**config.mk**
```make
export PLATFORM = sky130hd
export DESIGN_NAME = address_multiply_issue
export DESIGN_NICKNAME = d
export VERILOG_FILES = /design/src/rtl/address_multiply_issue.sv
export SDC_FILE = /design/constraint.sdc
export NUM_CORES = 1
export LEC_CHECK = 0
export BUFFER_PORTS_ARGS = -buffer_cell sky130_fd_sc_hd__clkbuf_2
export CORE_AREA = 2 2 100 102
export CTS_CLUSTER_DIAMETER = 200
export CTS_CLUSTER_SIZE = 24
export DETAILED_ROUTE_END_ITERATION = 6
export DIE_AREA = 0 0 102 104
export GPL_TIMING_DRIVEN = 0
export PLACE_DENSITY = 0.78
export SYNTH_ARGS = -nofsm -noshare
export SYNTH_HDL_FRONTEND = slang
export SYNTH_SLANG_ARGS = --single-unit
```
**constraint.sdc**
```tcl
create_clock -name clk -period 3.5 [get_ports clk]
set_input_delay 0 -clock clk [delete_from_list [all_inputs] [get_ports clk]]
set_output_delay 0 -clock clk [all_outputs]
set_load 0.03 [all_outputs]
```
**src/rtl/address_multiply_issue.sv**
```systemverilog
// Issue/write-back sequencer for the 32-bit address multiply pipeline (022/023).
// Optional write-back forwarding is enabled by defining ADDR_MUL_BYPASS_EN.
module address_multiply_issue #(
  parameter int WIDTH       = 32,
  parameter int AREGS       = 8,
  parameter int IDX_W       = 3,
  parameter int MUL_LATENCY = 7
) (
  input  logic             clk,
  input  logic             rst,
  input  logic             i_issue_valid,
  output logic             o_issue_ready,
  input  logic [IDX_W-1:0] i_dst,
  input  logic [IDX_W-1:0] i_srcj,
  input  logic [IDX_W-1:0] i_srck,
  output logic [IDX_W-1:0] o_rd_j_idx,
  output logic [IDX_W-1:0] o_rd_k_idx,
  input  logic [WIDTH-1:0] i_rd_j_data,
  input  logic [WIDTH-1:0] i_rd_k_data,
  output logic [WIDTH-1:0] o_mul_Aj,
  output logic [WIDTH-1:0] o_mul_Ak,
  input  logic [WIDTH-1:0] i_mul_Ai,
  output logic             o_wr_en,
  output logic [IDX_W-1:0] o_wr_idx,
  output logic [WIDTH-1:0] o_wr_data,
  output logic [AREGS-1:0] o_busy,
  output logic [3:0]       o_inflight
);

  logic [WIDTH-1:0]       mul_aj_q, mul_aj_d;
  logic [WIDTH-1:0]       mul_ak_q, mul_ak_d;
  logic [MUL_LATENCY-1:0] tag_valid_q, tag_valid_d;
  logic [IDX_W-1:0]       tag_idx_q [MUL_LATENCY];
  logic [IDX_W-1:0]       tag_idx_d [MUL_LATENCY];
  logic                   wr_en_q, wr_en_d;
  logic [IDX_W-1:0]       wr_idx_q, wr_idx_d;
  logic [AREGS-1:0]       busy_q, busy_d;
  logic [3:0]             inflight_q, inflight_d;

  logic [AREGS-1:0] wr_mask;
  logic [AREGS-1:0] busy_eff;
  logic             fwd_j, fwd_k;
  logic             issue_ready;
  logic             accept;

  // Hazard check: reservations, optionally relaxed for the register being written back now.
  always_comb begin
    wr_mask = wr_en_q ? ({{(AREGS-1){1'b0}}, 1'b1} << wr_idx_q) : {AREGS{1'b0}};
`ifdef ADDR_MUL_BYPASS_EN
    busy_eff = busy_q & ~wr_mask;
    fwd_j    = wr_en_q && (i_srcj == wr_idx_q);
    fwd_k    = wr_en_q && (i_srck == wr_idx_q);
`else
    busy_eff = busy_q;
    fwd_j    = 1'b0;
    fwd_k    = 1'b0;
`endif
    issue_ready = !busy_eff[i_dst] && !busy_eff[i_srcj] && !busy_eff[i_srck];
    accept      = i_issue_valid && issue_ready;
  end

  // Next-state: operand capture, tag pipeline, reservations and in-flight count.
  always_comb begin
    mul_aj_d    = mul_aj_q;
    mul_ak_d    = mul_ak_q;
    busy_d      = busy_q;
    inflight_d  = inflight_q;
    if (accept) begin
      mul_aj_d = fwd_j ? i_mul_Ai : i_rd_j_data;
      mul_ak_d = fwd_k ? i_mul_Ai : i_rd_k_data;
    end else begin
      mul_aj_d = mul_aj_q;
      mul_ak_d = mul_ak_q;
    end

    tag_valid_d  = {tag_valid_q[MUL_LATENCY-2:0], accept};
    tag_idx_d[0] = accept ? i_dst : {IDX_W{1'b0}};
    for (int s = 1; s < MUL_LATENCY; s++) begin
      tag_idx_d[s] = tag_idx_q[s-1];
    end
    wr_en_d  = tag_valid_q[MUL_LATENCY-1];
    wr_idx_d = tag_idx_q[MUL_LATENCY-1];

    // Clear first so a same-edge re-reservation of the written register wins.
    busy_d = busy_q & ~wr_mask;
    if (accept) begin
      busy_d[i_dst] = 1'b1;
    end else begin
      busy_d = busy_q & ~wr_mask;
    end

    case ({accept, wr_en_q})
      2'b10:   inflight_d = inflight_q + 4'd1;
      2'b01:   inflight_d = inflight_q - 4'd1;
      default: inflight_d = inflight_q;
    endcase
  end

  // State registers with synchronous reset discarding every in-flight tag.
  always_ff @(posedge clk) begin
    if (rst) begin
      mul_aj_q    <= {WIDTH{1'b0}};
      mul_ak_q    <= {WIDTH{1'b0}};
      tag_valid_q <= {MUL_LATENCY{1'b0}};
      for (int s = 0; s < MUL_LATENCY; s++) begin
        tag_idx_q[s] <= {IDX_W{1'b0}};
      end
      wr_en_q     <= 1'b0;
      wr_idx_q    <= {IDX_W{1'b0}};
      busy_q      <= {AREGS{1'b0}};
      inflight_q  <= 4'd0;
    end else begin
      mul_aj_q    <= mul_aj_d;
      mul_ak_q    <= mul_ak_d;
      tag_valid_q <= tag_valid_d;
      for (int s = 0; s < MUL_LATENCY; s++) begin
        tag_idx_q[s] <= tag_idx_d[s];
      end
      wr_en_q     <= wr_en_d;
      wr_idx_q    <= wr_idx_d;
      busy_q      <= busy_d;
      inflight_q  <= inflight_d;
    end
  end

  assign o_issue_ready = issue_ready;
  assign o_rd_j_idx    = i_srcj;
  assign o_rd_k_idx    = i_srck;
  assign o_mul_Aj      = mul_aj_q;
  assign o_mul_Ak      = mul_ak_q;
  assign o_wr_en       = wr_en_q;
  assign o_wr_idx      = wr_idx_q;
  assign o_wr_data     = i_mul_Ai;
  assign o_busy        = busy_q;
  assign o_inflight    = inflight_q;

endmodule

```
=== Yosys cells after proc, flatten, opt, wreduce, memory -nomap -nowiden ===
Memory sizes are Yosys's and may differ from the RTL's. A register that Yosys moved wholly into a read port is not among the register bits.
Cells that the tools add are included.

* Flip-flop bits (word level): 84
* Memory bits (writable): 21
* Input bits: 108
* Output and inout bits: 119
* Word-level logic and storage cells: 56
* Memories kept: 1

{| class="wikitable"
|+ Memories
! name !! depth !! bits a word !! read ports !! clocked after memory_dff !! write ports !! line !! RTL
|-
| tag_idx_q || 7 || 3 || 7 || 1 || 7 || 33 || <nowiki>logic [IDX_W-1:0] tag_idx_q [MUL_LATENCY];</nowiki>
|}

* Add/sub/neg operators: 2
* Magnitude comparators: 4
* Eq/ne operators: 2
* Shifts and indexed selects: 1
* Mux-type cells: 22
* Bitwise operators: 10
* Reductions and logical operators: 8

{| class="wikitable"
|+ Operator list
! cell !! number
|-
| $mux W3 || 8
|-
| $mux W8 || 2
|-
| $lt A3 B4 Y1 const B || 3
|-
| $bmux W1 S3 || 3
|-
| $and A8 B8 Y8 || 1
|-
| $not A8 Y8 || 1
|-
| $or A8 B8 Y8 || 1
|-
| $pmux W4 S2 || 1
|-
| $shl A1 B3 Y8 const A || 1
|-
| $mux W1 || 7
|-
| $or A1 B1 Y1 || 7
|-
| $add A4 B1 Y4 const B || 1
|-
| $logic_and A1 B1 Y1 || 4
|-
| $sub A4 B1 Y4 const B || 1
|-
| $demux W1 S3 || 1
|-
| $ge A3 B1 Y1 const B || 1
|-
| $logic_not A1 Y1 || 3
|-
| $eq A2 B1 Y1 const B || 1
|-
| $eq A2 B2 Y1 const B || 1
|-
| $reduce_bool A2 Y1 || 1
|}

=== Longest topological paths before layout ===
Gate-level depths: netlist of the first run.

* Word-level depth: 8
* Mapped depth: 12
* Gate-level depth less buffers: 10

=== Least setup slack after synthesis of the first run ===
Ideal clock, no wire load.

* Kind: reg2reg
* Start: register busy_q[7] (netlist: o_busy[7])
* End: register inflight_q[2] (netlist: o_inflight[2])
* Library setup time: 0.071 ns
* Data arrival time: 2.646 ns
* Data required time: 3.429 ns
* Setup slack: 0.784 ns
* Cell stages (with the launch flop): 12
* Path buffers: 1
* Clock period less this slack: 2.716 ns
* Cell sequence: dfxtp_1 > mux4_2 > mux2i_1 > nand4_1 > buf_2 > ha_1 > xor2_1 > ha_1 > a21oi_1 > xor2_1 > or3_1 > a21oi_1

* Cells in the longest elaborated chain, start to end: 8
* Elaborated cells on any way between the ends: 16
* Those cells by class: 2 x eq/ne; 7 x mux; 7 x reduce/logical

{| class="wikitable"
|+ RTL lines
! element !! line !! RTL
|-
| start: declaration || 37 || <nowiki>logic [AREGS-1:0] busy_q, busy_d;</nowiki>
|-
| start signal: assignment || 110 || <nowiki>busy_q <= {AREGS{1'b0}};</nowiki>
|-
| start signal: assignment || 121 || <nowiki>busy_q <= busy_d;</nowiki>
|-
| $bmux W1 S3 || 58 || <nowiki>issue_ready = !busy_eff[i_dst] && !busy_eff[i_srcj] && !busy_eff[i_srck];</nowiki>
|-
| $mux W1 (implied by the code) || 58 ||
|-
| $logic_not A1 Y1 || 58 ||
|-
| $logic_and A1 B1 Y1 || 58 ||
|-
| $logic_and A1 B1 Y1 (*) || 58 ||
|-
| $logic_and A1 B1 Y1 (*) || 59 || <nowiki>accept = i_issue_valid && issue_ready;</nowiki>
|-
| $eq A2 B1 Y1 / $eq A2 B2 Y1 (equally long branches) || 92 || <nowiki>case ({accept, wr_en_q})</nowiki>
|-
| $pmux W4 S2 / $reduce_bool A2 Y1 (equally long branches) || n/a ||
|-
| end signal: assignment || 122 || <nowiki>inflight_q <= inflight_d;</nowiki>
|-
| end: declaration || 38 || <nowiki>logic [3:0] inflight_q, inflight_d;</nowiki>
|}

Mark *: on every way between the ends. The rest lies on a longest branch, timed or not. The select of a mux whose other input is x is not followed.
A chain may end at the register's enable or synchronous reset.

=== Worst setup path in the final report of the first run ===
* Start: input i_dst[1]
* End: register inflight_q[2] (netlist: o_inflight[2])

* Cells in the longest elaborated chain, start to end: 8
* Elaborated cells on any way between the ends: 10
* Those cells by class: 2 x eq/ne; 3 x mux; 5 x reduce/logical

{| class="wikitable"
|+ RTL lines
! element !! line !! RTL
|-
| start: declaration || 13 || <nowiki>input logic [IDX_W-1:0] i_dst,</nowiki>
|-
| $bmux W1 S3 (*) || 58 ||
|-
| $mux W1 (implied by the code) (*) || 58 ||
|-
| $logic_not A1 Y1 (*) || 58 ||
|-
| $logic_and A1 B1 Y1 (*) (2 in a row) || 58 ||
|-
| $logic_and A1 B1 Y1 (*) || 59 ||
|-
| $eq A2 B1 Y1 / $eq A2 B2 Y1 (equally long branches) || 92 ||
|-
| $pmux W4 S2 / $reduce_bool A2 Y1 (equally long branches) || n/a ||
|}

Marks and branches as above.

==> summary.md, run 1 <==
| Metric | Value |
|---|---|
| WL/cell | 13.42 um |
| Yosys top cell by area | dfxtp_1 |
| VDD IR max | 0.2855 mV |
| Setup-failing EPs final | 0 |
| Max_cap viols | 0 |
| Ports | 227 |
| Layout area overhead | 48.58% |
| Core box area | 0.009549 mm2 |
| FF+latch area | 0.002162 mm2 |
| Synth cell count leaders | dfxtp_1, mux2i_1, nor2_1, buf_4, nor2b_1 |
| Dpl cells | 710 |
| CTS tree | built |
| R2r startpoint | o_busy[3]$_SDFF_PP0_ |
| Syn nets | 496 |
| # Post-CTS Setup Buffers | 0 |
| Number of vias per cell | 4.641 |
| ANT cells | 0 |
| Flop-to-flop setup slack | 0.52 ns |
| Largest net degree at the start of global routing | 19 |
| Setup WS pre-CTS | 0.4977 ns |
| Initial antenna violation count | 0 |
| Die width | 102 um |
| Register clock-pin slew on the reported worst setup and hold paths | 0.10 ns |
| DRT iter0 DRCs | 117 |
| Critical path endpoint category | flop |
| Final Max Tran Viols | 0 |
| Cells after Synth | 385 |
| Skew-Pair Late Insertion Delay | 0.35 ns |
| Ys Warns | 0 |
| CTS H-tree lvls | 3 |
| TritonCTS Buffers | 9 |
| Fin nets | 766 |
| Register-to-Register Path Depth | 11 |
| DRC viols | 0 |
| Most common cell in the netlist | dfxtp_1 |
| Sink Count | 108 |
| Critical path launch point type | primary input |
| Post-DP HPWL | 7.269 mm |
| First-pass GRT wire length | 16.79 mm |
| Post-synthesis cell type count | 28 |
| LEAKAGE | 3.106 nW |
| Placement Cell Area | 0.005238 mm2 |
| DRT Wirelength | 10.64 mm |
| Worst endpoint data arrival time | 3.27 ns |
| Placer congestion estimate | 0.8084 |
| Pwr per Cell Area | 448.0 mW/mm2 |
| CP startpoint | i_dst[1] |
| Final hold viol count | 0 |
| Worst hold path type | in -> reg |
| I/O Buffers | 192 |
| Period minus WS final | 2.988 ns |
| Layout fillers | 744 |
| Total grt overflow | 0 |
| Die ar. | 0.01061 mm2 |
| Required time of the critical path | 3.79 ns |
| Clock buffer depth | 2 |
| Post-layout worst setup margin | 0.5117 ns |
| Flops & latches, synth | 108 |
| Rel. slew slack | 0.6564 |
| Non-filler cells, final | 793 |
| Layout cells sized above 1 | 0.3939 |
| Reg-to-Reg End | o_inflight[2]$_SDFFE_PP0P_ |
| Ys flop type | dfxtp_1 |
| Post-route design area | 0.006107 mm2 |
| Drt first pass iters | 4 |
| Fmax achieved | 334.6 MHz |
| Synth area leaders | dfxtp_1, mux2i_1, buf_4, nor2_1, nor2b_1 |
| Crit path kind | in -> reg |
| Worst clock skew | 0.009283 ns |
| Cell Area, Synth | 0.004110 mm2 |
| Syn Area/Cell | 10.68 um2 |
| Status | finished, final reports clean |
| CTS root buffer | clkbuf_8 |
| Global-route usage over all layers | 0.1965 |
| Crit Path Max Fanout | 11 |
| Critical Path End | o_inflight[2]$_SDFFE_PP0P_ |
| Setup Total Neg Slack | 0 ns |
| Number of global-route vias before repair | 3741 |
| Antenna-violating nets left | 0 |
| Initial core utilization | 0.4304 |
| Sequential-to-total area share from yosys stat | 0.5260 |
| Multi-input logic area | 0.001570 mm2 |
| Worst-Margin Slew | 0.5154 ns |
| Post-synth ARST share | 0 |
| RSZ-0062 raised after global routing | false |
| Worst hold margin | 0.03397 ns |
| Vias | 3680 |
| Crit share post-route | 0.8538 |
| Die height | 104 um |
| Yosys top cell area share | 0.5260 |
| Post-synth EDFFs | 0 |
| FP Rows | 36 |
[cells in the final DEF (no fill, tap or decap), types with 8 or more instances in the layout]
cell / instances
clkbuf_2: 192
dfxtp_1: 108
mux2i_1: 68
nor2_1: 68
dlygate4sd3_1: 67
buf_4: 38
nor2b_1: 28
clkbuf_1: 10
clkbuf_8: 9
buf_2: 8
[stage by stage]
step,power (W),utilization
after floorplan,0.001774,-
after global placement,0.001937,0.5485
after detailed placement,0.001951,0.5485
after CTS,0.002761,0.6395
after global routing,0.002864,0.6395
final,0.002736,0.6395
[flip-flops by register name, indices dropped and copies added (netlist names)]
name and flops:
o_busy 8, o_inflight 4, o_mul_Aj 32, o_mul_Ak 32, o_wr_en 1, o_wr_idx 3, tag_idx_q 21, tag_valid_q 7
[where the power goes]
part | switching [W] | internal, W | total (W)
Clock | 0.000412 | 0.000336 | 0.000748
Combinational | 0.000375 | 0.000266 | 0.000641
Sequential | 0.0000449 | 0.00130 | 0.00135
[critical path: stages]
cell           delay, ns
dlygate4sd3_1       0.51
buf_2               0.22
mux4_2              0.51
mux2i_1             0.17
nand4_1             0.24
buf_2               0.31
ha_1                0.29
xor2_1              0.16
ha_1                0.18
a21oi_1             0.14
xor2_1              0.09
or3_1               0.31
a21oi_1             0.14
[what timing repair did]
| item | 4_1_cts | 5_1_grt |
|---|---|---|
| hold endpoints to repair | 67 | 0 |
| gates resized for setup | 0 | 0 |
| hold buffers | 67 | 0 |
[layer usage]
| layer | global-route usage | wire [um] |
|---|---|---|
| met5 | 0 | 0 |
| met4 | 0.1000 | 414 |
| met3 | 0.03360 | 639 |
| met2 | 0.3557 | 5511 |
| met1 | 0.2150 | 4079 |
[worst min-delay path by stage]
stage                    start                          to  cells past startpoint
2_1_floorplan         i_dst[0]        o_busy[0]$_SDFF_PP0_                      1
5_1_grt          i_issue_valid  tag_idx_q[0][2]$_SDFF_PP0_                      3
3_3_place_gp   i_rd_j_data[28]   o_mul_Aj[28]$_SDFFE_PP0N_                      3
3_5_place_dp   i_rd_k_data[22]   o_mul_Ak[22]$_SDFFE_PP0N_                      3
6_report         i_issue_valid  tag_idx_q[0][2]$_SDFF_PP0_                      3
4_1_cts          i_issue_valid  tag_idx_q[0][2]$_SDFF_PP0_                      3
[layout make-up]
class                      instances  area share
clock buffer                       9     0.02028
sequential                       108      0.3540
tap                              133     0.02725
multi-input combinational        217      0.2571
timing repair buffer             259      0.2672
clock inverter                     7     0.01229
inverter                           3    0.001844
buffer                            57     0.06003
[kinds of logic (layout without fill, tap and decap cells)]
group,after synthesis,in the layout,share of synthesized area
xor+xnor,4,4,0.008523
flops,108,108,0.5260
fa+ha+maj,3,3,0.009133
buf+inv,60,335,0.09193
simple gates,114,114,0.1306
compound gates,22,22,0.03531
mux,74,74,0.1985
(Power assumes the default switching activity.)
==> run 2: changes to the inputs <==
--- a/config.mk
+++ b/config.mk
@@ -5,14 +5,15 @@
 export SDC_FILE = /design/constraint.sdc
 export NUM_CORES = 1
 export LEC_CHECK = 0
+export ABC_AREA = 1
 export BUFFER_PORTS_ARGS = -buffer_cell sky130_fd_sc_hd__clkbuf_2
-export CORE_AREA = 2 2 100 102
+export CORE_AREA = 2 2 109 111
 export CTS_CLUSTER_DIAMETER = 200
 export CTS_CLUSTER_SIZE = 24
 export DETAILED_ROUTE_END_ITERATION = 6
-export DIE_AREA = 0 0 102 104
+export DIE_AREA = 0 0 111 113
 export GPL_TIMING_DRIVEN = 0
-export PLACE_DENSITY = 0.78
+export PLACE_DENSITY = 0.8
 export SYNTH_ARGS = -nofsm -noshare
 export SYNTH_HDL_FRONTEND = slang
 export SYNTH_SLANG_ARGS = --single-unit
==> run 2 against run 1 <==
Register-to-register slack improved by 0.35 ns. Core utilization rose by 1.9 points. Total power rose by 17%. Sequential share of layout area fell by 6.3 points. Setup slack improved by 0.36 ns. Die area rose by 18%. Cell area rose by 22%. Synthesized area rose by 33%. Clock power rose by 39%. Clock-buffer cell count rose by 1. Via count rose by 57%. Critical path type is now reg -> reg. Highest routed layer unchanged.
==> summary.md, run 2 <==
| Metric | Value |
|---|---|
| Status | finished, final reports clean (unchanged) |
| Worst-Margin Slew | 0.6841 ns (was 0.5154 ns) |
| Met1 Use GR | 0.2953 (was 0.2150) |
| Worst endpoint data arrival time | 2.87 ns (was 3.27 ns) |
| TritonCTS Buffers | 9 (unchanged) |
| LEAKAGE | 4.268 nW (was 3.106 nW) |
| I/O Buffers | 190 (was 192) |
| Synth cell count leaders | inv_1, nand2_1, dfxtp_1, nor2_1, nand4_1 (was dfxtp_1, mux2i_1, nor2_1, buf_4, nor2b_1) |
| ANT cells | 0 (unchanged) |
| Switching pwr | 0.001053 W (was 0.0008312 W) |
| Setup Total Neg Slack | 0 ns (unchanged) |
| Most frequent cells in the layout | inv_1, clkbuf_2, nand2_1 (was clkbuf_2, dfxtp_1, mux2i_1, nor2_1, dlygate4sd3_1) |
| RSZ-0062 raised after global routing | false (unchanged) |
| Yosys top cell by area | dfxtp_1 (unchanged) |
| Worst hold margin | 0.0002555 ns (was 0.03397 ns) |
| Number of vias per cell | 4.585 (was 4.641) |
| Antenna-violating nets left | 0 (unchanged) |
| Global-route usage over all layers | 0.2395 (was 0.1965) |
| # Post-CTS Setup Buffers | 0 (unchanged) |
| Die width | 111 um (was 102 um) |
| Multi-input logic area | 0.001892 mm2 (was 0.001570 mm2) |
| Flops & latches, synth | 108 (unchanged) |
| Skew-Pair Late Insertion Delay | 0.35 ns (about the same) |
| Largest net degree at the start of global routing | 19 (unchanged) |
| Critical path launch point type | flop (was primary input) |
| Syn nets | 969 (was 496) |
| Clock buffer depth | 2 (unchanged) |
| Initial antenna violation count | 0 (unchanged) |
| Worst clock skew | 0.009293 ns (was 0.009283 ns) |
| Most common cell in the netlist | inv_1 (was dfxtp_1) |
| Die height | 113 um (was 104 um) |
| Busiest layer in global routing | met2 (unchanged) |
| Vias | 5773 (was 3680) |
| Switching share of total power | 0.3283 (was 0.3038) |
| Cells after Synth | 858 (was 385) |
| Ys flop type | dfxtp_1 (unchanged) |
| CP most frequent cell | nand2_1 |
| Layout cells sized above 1 | 0.2401 (was 0.3939) |
| FF+latch area | 0.002162 mm2 (unchanged) |
| Clock power frac | 0.324 (was 0.273) |
| Max_cap viols | 0 (unchanged) |
| Rel. slew slack | 0.5439 (was 0.6564) |
| Part of the power in registers | 0.422 (was 0.492) |
| Setup-failing EPs final | 0 (unchanged) |
| Synth area leaders | dfxtp_1, inv_1, nand2_1, nand4_1, nor2_1 (was dfxtp_1, mux2i_1, buf_4, nor2_1, nor2b_1) |
| Ys Warns | 0 (unchanged) |
| Crit path kind | reg -> reg (was in -> reg) |
| CP startpoint | o_busy[7]$_SDFF_PP0_ (was i_dst[1]) |
| Critical path endpoint category | flop (unchanged) |
| Ports | 227 (unchanged) |
| Worst hold start | i_rd_j_data[1] (was i_issue_valid) |
| Sequential-to-total area share from yosys stat | 0.3950 (was 0.5260) |
| R2r startpoint | o_busy[7]$_SDFF_PP0_ (was o_busy[3]$_SDFF_PP0_) |
| Sink Count | 108 (unchanged) |
| CTS tree | built (unchanged) |
| Initial core utilization | 0.4856 (was 0.4304) |
| Crit Path Max Fanout | 11 (unchanged) |
| Layout area overhead | 35.63% (was 48.58%) |
| Final Max Tran Viols | 0 (unchanged) |
| Post-DP HPWL | 10.23 mm (was 7.269 mm) |
| Pwr per Cell Area | 431.9 mW/mm2 (was 448.0 mW/mm2) |
| Placer congestion estimate | 0.9012 (was 0.8084) |
| Cell Area, Synth | 0.005474 mm2 (was 0.004110 mm2) |
| DRC viols | 0 (unchanged) |
| CP cell instances | nand2_1, nand2_1, nand2_1, nand2_1, nand2_1, nand2_1, nor2_2, nand3_2, buf_2, ha_1, nand2_1, inv_1, nor2_1, ha_1, a21oi_1, xnor2_1, o21ai_0, inv_1 (was dlygate4sd3_1, buf_2, mux4_2, mux2i_1, nand4_1, buf_2, ha_1, xor2_1, ha_1, a21oi_1, xor2_1, or3_1, a21oi_1) |
| Final Power | 0.003207 W (was 0.002736 W) |
| First-pass GRT wire length | 24.54 mm (was 16.79 mm) |
| Fmax achieved | 380.6 MHz (was 334.6 MHz) |
| Core box area | 0.01127 mm2 (was 0.009549 mm2) |
| Most common cell after layout, fill and taps aside | inv_1 (was clkbuf_2) |
| Post-synth EDFFs | 0 (unchanged) |
| Combinational power share | 0.254 (was 0.234) |
| Register clock-pin slew on the reported worst setup and hold paths | 0.07 ns (was 0.10 ns) |
| Met2 usage | 0.4160 (was 0.3557) |
| Crit share post-route | 0.7507 (was 0.8538) |
| Post-layout worst setup margin | 0.8726 ns (was 0.5117 ns) |
| Syn Area/Cell | 6.380 um2 (was 10.68 um2) |
| Post-synth ARST share | 0 (unchanged) |
| Layout fillers | 985 (was 744) |
| Total grt overflow | 0 (unchanged) |
| Internal power | 0.002154 W (was 0.001905 W) |
| Worst hold path type | in -> reg (unchanged) |
| Die ar. | 0.01254 mm2 (was 0.01061 mm2) |
| Number of global-route vias before repair | 5217 (was 3741) |
| WL/cell | 12.17 um (was 13.42 um) |
| Yosys top cell area share | 0.3950 (was 0.5260) |
| Met3 Usage GRT | 0.03910 (was 0.03360) |
| CTS H-tree lvls | 3 (unchanged) |
| CTS root buffer | clkbuf_16 (was clkbuf_8) |
| DRT Wirelength | 15.32 mm (was 10.64 mm) |
| CP max stage cell | dfxtp_1 (was dlygate4sd3_1) |
| Period minus WS final | 2.627 ns (was 2.988 ns) |
| Drt first pass iters | 7 (was 4) |
| Setup WS pre-CTS | 0.9435 ns (was 0.4977 ns) |
| Post-synthesis cell type count | 25 (was 28) |
| VDD IR max | 0.2445 mV (was 0.2855 mV) |
| FP Rows | 39 (was 36) |
| DRT iter0 DRCs | 445 (was 117) |
| Required time of the critical path | 3.74 ns (was 3.79 ns) |
| Fin nets | 1222 (was 766) |
| Fin util | 0.6587 (was 0.6395) |
| Critical Path Max Stage Delay | 0.51 ns (about the same) |
| Final hold viol count | 0 (unchanged) |
==> run 2: cell types whose count changed in the layout (fill, tap and decap cells not counted), moves of 11 or more <==
cell / change
nand2_1: +181
nand4_1: +75
inv_1: +242
buf_1: +11
dlygate4sd3_1: -15
nand3_1: +14
nor2_1: +40
mux2i_1: -68
nor2b_1: -28
==> run 2: logic make-up (layout without fill, tap and decap cells) <==
group / Yosys count / count (layout) / synth area share
and+or+nand+nor: 398 / 398 / 0.3166
buffers and inverters: 331 / 589 / 0.2594
DFF: 108 / 108 / 0.3950
AOI/OAI and AO/OA: 16 / 16 / 0.01897
adders and majority gates: 3 / 3 / 0.006858
xor gates and xnor gates: 2 / 2 / 0.003201
==> run 2: metal layers <==
| metal | share of wire | wire length [um] |
|---|---|---|
| met1 | 0.42 | 6453 |
| met2 | 0.48 | 7329 |
| met3 | 0.069 | 1054 |
| met4 | 0.032 | 484 |
| met5 | 0 | 0 |
==> run 2: through the flow <==
step                      std cells  area, um2
after floorplan                 858       5474
after global placement         1191       6604
after detailed placement       1191       6604
after CTS                      1259       7425
after global routing           1259       7425
final                          1259       7425
==> run 2: worst max-delay path, delay by kind of cell, from the launching register on <==
family	cells	cell delay, ns
flip-flops	1	0.51
buffers and inverters	3	0.43
XOR/XNOR	1	0.09
AND/OR/NAND/NOR	10	0.75
AO/OA/AOI/OAI	2	0.29
adder cells (fa/ha/maj)	2	0.44
==> run 2: final timing paths <==
kind | endpoint | slack (ns) | depth (start not counted)
setup / recovery | o_inflight[2]$_SDFFE_PP0P_ | 0.87 | 18
hold / removal | o_mul_Aj[1]$_SDFFE_PP0N_ | 0.0003 | 5
setup reg to reg | o_inflight[2]$_SDFFE_PP0P_ | 0.87 | 18
hold reg to reg | tag_idx_q[2][0]$_SDFF_PP0_ | 0.40 | 2
==> run 2: repair_timing <==
action / CTS / global route
setup endpoints to repair: 0 / 0
hold endpoints to repair: 52 / 0
hold buffers: 52 / 0
resized for setup: 0 / 0
==> run 2: cell type report <==
| cell class | count | area share |
|---|---|---|
| sequential | 108 | 0.2912 |
| inverter | 248 | 0.1254 |
| clock buffer | 10 | 0.03084 |
| multi-input combinational | 419 | 0.2548 |
| buffer | 83 | 0.06589 |
| tap | 143 | 0.02410 |
| timing repair buffer | 242 | 0.1982 |
| clock inverter | 6 | 0.009606 |
==> run 2: power groups by stage <==
stage | registers [W] | clock network [W] | logic [W]
after floorplan | 0.00152 | 0 | 0.000396
after global placement | 0.00138 | 0 | 0.000749
after detailed placement | 0.00138 | 0 | 0.000755
after CTS | 0.00135 | 0.00106 | 0.000806
after global routing | 0.00136 | 0.00111 | 0.000896
final | 0.00135 | 0.00104 | 0.000816
